`src/rtl/buttons_wb_if.sv`:
```
// Wishbone slave bus bundle between the GPMC bridge and the button block.
// Master drives address/data/strobes; slave returns a registered ack and read data.
interface buttons_wb_if #(
  parameter int ADDR_WIDTH = 2,
  parameter int DATA_WIDTH = 16
);
  logic [ADDR_WIDTH-1:0] wbs_address;
  logic [DATA_WIDTH-1:0] wbs_writedata;
  logic [DATA_WIDTH-1:0] wbs_readdata;
  logic                  wbs_write;
  logic                  wbs_cycle;
  logic                  wbs_strobe;
  logic                  wbs_ack;

  modport master (
    output wbs_address, wbs_writedata, wbs_write, wbs_cycle, wbs_strobe,
    input  wbs_readdata, wbs_ack
  );

  modport slave (
    input  wbs_address, wbs_writedata, wbs_write, wbs_cycle, wbs_strobe,
    output wbs_readdata, wbs_ack
  );
endinterface

```
`src/rtl/buttons_wb.sv`:
```
// Button sampler: 2-flop sync, per-button debounce, W1C press events, irq and a 4-register Wishbone map.
// Ack and read data one edge after a request; a held strobe is acked every other cycle.
module buttons_wb #(
  parameter int ADDR_WIDTH      = 2,
  parameter int DATA_WIDTH      = 16,
  parameter int N_BTN           = 2,
  parameter int DEBOUNCE_CYCLES = 50000
) (
  input  logic             i_clk,
  input  logic             i_reset,
  input  logic [N_BTN-1:0] i_btn,
  output logic             o_irq,
  buttons_wb_if.slave      wb
);
  localparam int CW = $clog2(DEBOUNCE_CYCLES + 1);
  localparam logic [CW-1:0] TERM = CW'(DEBOUNCE_CYCLES - 1);

  logic [N_BTN-1:0]      r_sync1;
  logic [N_BTN-1:0]      r_sync2;
  logic [N_BTN-1:0]      r_stable;
  logic [N_BTN-1:0]      r_event;
  logic [N_BTN-1:0]      r_irq_en;
  logic [CW-1:0]         r_cnt [N_BTN];
  logic                  r_ack;
  logic [DATA_WIDTH-1:0] r_rdata;
  logic                  r_irq;

  logic                  w_req;
  logic                  w_wr_event;
  logic                  w_wr_en;
  logic [N_BTN-1:0]      w_flip;
  logic [N_BTN-1:0]      w_rise;
  logic [N_BTN-1:0]      w_clr;
  logic [N_BTN-1:0]      w_wdata;
  logic [DATA_WIDTH-1:0] w_rd_mux;
  logic                  w_unused;

  assign w_req      = wb.wbs_cycle & wb.wbs_strobe & ~r_ack;
  assign w_wdata    = wb.wbs_writedata[N_BTN-1:0];
  assign w_wr_event = w_req & wb.wbs_write & (wb.wbs_address[1:0] == 2'd1);
  assign w_wr_en    = w_req & wb.wbs_write & (wb.wbs_address[1:0] == 2'd2);
  assign w_clr      = w_wr_event ? w_wdata : '0;
  assign w_unused   = &{1'b0, wb.wbs_writedata, wb.wbs_address};

  // A button flips when its counter is at the terminal count and sync still disagrees.
  always_comb begin
    w_flip = '0;
    for (int i = 0; i < N_BTN; i++) begin
      w_flip[i] = (r_sync2[i] != r_stable[i]) && (r_cnt[i] == TERM);
    end
  end
  assign w_rise = w_flip & r_sync2;

  always_comb begin
    w_rd_mux = '0;
    case (wb.wbs_address[1:0])
      2'd0:    w_rd_mux[N_BTN-1:0] = r_stable;
      2'd1:    w_rd_mux[N_BTN-1:0] = r_event;
      2'd2:    w_rd_mux[N_BTN-1:0] = r_irq_en;
      default: w_rd_mux[N_BTN-1:0] = r_sync2;
    endcase
  end

  always_ff @(posedge i_clk) begin
    if (!i_reset) begin
      r_sync1  <= '0;
      r_sync2  <= '0;
      r_stable <= '0;
      for (int i = 0; i < N_BTN; i++) begin
        r_cnt[i] <= '0;
      end
    end else begin
      r_sync1  <= i_btn;
      r_sync2  <= r_sync1;
      r_stable <= r_stable ^ w_flip;
      for (int i = 0; i < N_BTN; i++) begin
        if (r_sync2[i] == r_stable[i] || w_flip[i]) begin
          r_cnt[i] <= '0;
        end else begin
          r_cnt[i] <= r_cnt[i] + 1'b1;
        end
      end
    end
  end

  // Hardware set is OR-ed after the clear so a same-edge press survives a W1C.
  always_ff @(posedge i_clk) begin
    if (!i_reset) begin
      r_event  <= '0;
      r_irq_en <= '0;
      r_irq    <= 1'b0;
      r_ack    <= 1'b0;
      r_rdata  <= '0;
    end else begin
      r_event <= (r_event & ~w_clr) | w_rise;
      if (w_wr_en) begin
        r_irq_en <= w_wdata;
      end
      r_irq <= |(r_event & r_irq_en);
      r_ack <= w_req;
      if (w_req && !wb.wbs_write) begin
        r_rdata <= w_rd_mux;
      end else begin
        r_rdata <= '0;
      end
    end
  end

  assign wb.wbs_ack      = r_ack;
  assign wb.wbs_readdata = r_rdata;
  assign o_irq           = r_irq;
endmodule

```
`src/flat_wrapper.sv`:
```
// flat-port wrapper written by rule: the top's interface ports become plain ports
module buttons_wb_flat 
#(
  parameter int ADDR_WIDTH      = 2,
  parameter int DATA_WIDTH      = 16,
  parameter int N_BTN           = 2,
  parameter int DEBOUNCE_CYCLES = 50000
)
  (i_clk, i_reset, i_btn, o_irq, wb_wbs_address, wb_wbs_writedata, wb_wbs_write, wb_wbs_cycle, wb_wbs_strobe, wb_wbs_readdata, wb_wbs_ack);
  buttons_wb_if #(.ADDR_WIDTH(ADDR_WIDTH), .DATA_WIDTH(DATA_WIDTH)) wb_i ();
  input  logic i_clk;
  input  logic i_reset;
  input  logic [N_BTN-1:0] i_btn;
  output logic o_irq;
  input wire logic [$bits(wb_i.wbs_address)-1:0] wb_wbs_address;
  input wire logic [$bits(wb_i.wbs_writedata)-1:0] wb_wbs_writedata;
  input wire logic [$bits(wb_i.wbs_write)-1:0] wb_wbs_write;
  input wire logic [$bits(wb_i.wbs_cycle)-1:0] wb_wbs_cycle;
  input wire logic [$bits(wb_i.wbs_strobe)-1:0] wb_wbs_strobe;
  output wire logic [$bits(wb_i.wbs_readdata)-1:0] wb_wbs_readdata;
  output wire logic [$bits(wb_i.wbs_ack)-1:0] wb_wbs_ack;
  assign wb_i.wbs_address = wb_wbs_address;
  assign wb_i.wbs_writedata = wb_wbs_writedata;
  assign wb_i.wbs_write = wb_wbs_write;
  assign wb_i.wbs_cycle = wb_wbs_cycle;
  assign wb_i.wbs_strobe = wb_wbs_strobe;
  assign wb_wbs_readdata = wb_i.wbs_readdata;
  assign wb_wbs_ack = wb_i.wbs_ack;
  buttons_wb #(.ADDR_WIDTH(ADDR_WIDTH), .DATA_WIDTH(DATA_WIDTH), .N_BTN(N_BTN), .DEBOUNCE_CYCLES(DEBOUNCE_CYCLES)) u_core (.i_clk(i_clk), .i_reset(i_reset), .i_btn(i_btn), .o_irq(o_irq), .wb(wb_i));
endmodule
```
`config.mk`:
```
export PLATFORM = sky130hd
export DESIGN_NAME = buttons_wb_flat
export DESIGN_NICKNAME = d
export VERILOG_FILES = /design/src/rtl/buttons_wb_if.sv /design/src/rtl/buttons_wb.sv /design/src/flat_wrapper.sv
export SDC_FILE = /design/constraint.sdc
export NUM_CORES = 1
export LEC_CHECK = 0
export BUFFER_PORTS_ARGS = -buffer_cell sky130_fd_sc_hd__buf_2
export CAP_MARGIN = 15
export CELL_PAD_IN_SITES_DETAIL_PLACEMENT = 1
export CELL_PAD_IN_SITES_GLOBAL_PLACEMENT = 2
export CORE_UTILIZATION = 35
export DETAILED_ROUTE_END_ITERATION = 16
export HOLD_SLACK_MARGIN = 0.08
export PLACE_DENSITY = 0.81
export SLEW_MARGIN = 10
export SYNTH_ARGS = -nofsm -noshare
export SYNTH_HDL_FRONTEND = slang
export SYNTH_SLANG_ARGS = --single-unit
```
`constraint.sdc`:
```
create_clock -name i_clk -period 3.1 [get_ports i_clk]
set_input_delay 0.62 -clock i_clk [delete_from_list [all_inputs] [get_ports i_clk]]
set_output_delay 0.62 -clock i_clk [all_outputs]
set_load 0.01 [all_outputs]
```
==> run summary <==
Port Buffer Count = 14
footprint of the multi-input gates = 1152 um^2
syn_area_per_cell = 10.71 um^2
startpoint type of the worst setup path = register
total core area = 6459 um^2
Fin. Hold Viols = 0
vias per inst = 4.675
pwr dens = 427.1 nW/um^2
Reg area = 1241 um^2
clock sinks = 46
clk buf depth = 2
fmax = 0.4203 GHz
post-synthesis cell type count = 34
# hold bufs at CTS = 0
EDFF count, synth = 32
CTS tree = done
initial antenna violation count = 0
Synth async-reset ratio = 0%
Crit Path Max Fanout = 16
first-pass GRT wire length = 7348 um
WHS = 0.4396 ns
Critical Path Sink Type = register
post-synthesis sequential area ratio = 51.99%
total of max-cap violations = 0
top-count cell post-synth = nor2_1
Starting Density = 36.96%
Syn Inst Count = 223
routed wire length = 4161 um
DRC viols = 0
die area = 7155 um^2
Critical Path RT = 3.13 ns
Setup Buffers After CTS = 0
clock transition at the registers of the reported paths = 0.08 ns
status = completed
Leak = 0.9521 nW
die height = 84.59 um
Tmin final = 2.379 ns
number of cell rows = 29
worst-margin pin slew = 0.6130 ns
Routed Antenna Nets = 0
GP Congestion = 0.7557
Pre-antenna DRT Iters = 6
share of cells above drive strength 1 = 10.70%
CP Class = reg -> reg
wire length per cell = 11.96 um
total CTS buffers = 5
period utilization = 76.76%
HP Class = reg -> reg
vias in the first global route = 1632
Worst Skew = 0.006407 ns
biggest area consumer among synthesized cells = edfxtp_1
global-route usage over all layers = 12.94%
Die W = 84.59 um
VDD IR max = 0.0002151 V
Antenna Cells = 0
crit path DAT = 2.41 ns
ranking of synthesized cells by area = edfxtp_1 40%, dfxtp_1 12%, xnor2_1 9.5%, nor2_1 6.0%, buf_4 5.0%
layout filler cell count = 750
yosys warns = 0
clock latency on the worst-skew pair = 0.30 ns
Mapped Area = 2387 um^2
Vias = 1627
Max transition margin = 59.02%
post_cts resized = 0
top cell type's share of synthesized area = 40.25%
largest net degree at the start of global routing = 17
Slew Limit Fails = 0
Synth top cells by count = 38 x nor2_1, 32 x edfxtp_1, 26 x xnor2_1, 16 x buf_4, 14 x dfxtp_1
RSZ-0062 raised after global routing = no
total gr overflow = 0
htree depth = 2
top-level I/O count = 43
CTS root buf = clkbuf_8
top_reg_cell synth = edfxtp_1
final setup violation count = 0
setup_tns = 0 ns
DR iter-0 viols = 38
layout net count = 297
DPL Wire Length = 3081 um
Area Growth Syn to Fin = 12.32%
flops & latches, synth = 46
[through the flow]
stage	power [mW]	setup slack, ns	utilization [%]	cell area [um^2]	cells
6_report	1.145	0.7205	41.51	2681	348
3_3_place_gp	0.7792	0.6844	40.10	2590	340
4_1_cts	1.168	0.6327	41.51	2681	348
2_1_floorplan	0.7717	0.9250	-	2552	267
3_5_place_dp	0.7807	0.6456	40.10	2590	340
5_1_grt	1.198	0.4748	41.51	2681	348
[layout make-up]
| type | count | share of cell area, % |
|---|---|---|
| sequential | 46 | 46.29 |
| tap | 77 | 3.593 |
| inverter | 8 | 1.120 |
| multi-input combinational | 195 | 42.98 |
| timing repair buffer | 14 | 2.613 |
| clock buffer | 7 | 3.220 |
| clock inverter | 1 | 0.1867 |
[kinds of logic (layout without fill, tap and decap cells)]
kind of cell             count (synthesis)  count (layout)  synth area share [%]
AND/OR/NAND/NOR                        106             106                 23.85
XOR/XNOR                                30              30                 11.01
other                                    2              46                0.3146
adder cells (fa/ha/maj)                  2               2                 1.048
buffers and inverters                   26              30                 6.656
AO/OA/AOI/OAI                            5               5                 1.572
multiplexers                             6               6                 3.564
flip-flops                              46              46                 51.99
[cells in the final DEF, fill, tap and decap left out, drive strengths merged, types with 2 or more instances in the layout]
cell,synthesis,routed
conb,2,46
o31ai,2,2
nand2,10,10
and2,4,4
nor3,6,6
mux2i,4,4
mux4,2,2
xor2,4,4
nor4,11,11
nand3,11,11
ha,2,2
buf,17,14
xnor2,26,26
nand4b,4,4
edfxtp,32,32
nor3b,3,3
nand4,6,6
nor2,38,38
nor2b,5,5
dfxtp,14,14
a21boi,2,2
or4b,4,4
clkbuf,1,7
inv,8,8
[path summary, 6_finish.rpt]
kind                                         start                  end  slack [ns]  depth (start not counted)
worst max-delay path            u_core.r_cnt[0][4]  u_core.r_cnt[0][12]        0.72                          4
worst min-delay path             u_core.r_sync1[0]    u_core.r_sync2[0]        0.44                          1
worst max register to register  u_core.r_cnt[0][4]  u_core.r_cnt[0][12]        0.72                          4
worst min register to register   u_core.r_sync1[0]    u_core.r_sync2[0]        0.44                          1
[critical path, cell delays in order, from the launching register on]
cell,delay (ns)
edfxtp_1,0.46
or4b_1,0.54
or4_4,0.54
nand3_1,0.45
nor2_1,0.11
[sequential cells by signal (all words and copies together) (netlist names), named ones only]
signal                  flops
u_core.r_sync1              2
u_core.wb.wbs_readdata      2
u_core.o_irq                1
u_core.r_irq_en             2
u_core.r_cnt               32
u_core.r_sync2              2
u_core.wb.wbs_ack           1
u_core.r_event              2
[power by group]
| part | switching, mW | leakage (nW) | total [mW] | internal, mW |
|---|---|---|---|---|
| clock | 0.198 | 0.0482 | 0.378 | 0.180 |
| sequential | 0.0226 | 0.444 | 0.700 | 0.677 |
| combinational | 0.0399 | 0.460 | 0.0675 | 0.0276 |
[layer usage]
layer	global-route usage (%)	vias to the layer above	wire, um
li1	-	815	-
met2	22.39	13	2073
met1	16.00	794	1947
met4	3.236	0	33
met3	3.540	5	107
met5	0	-	0
Power figures use the tool's default switching activity.
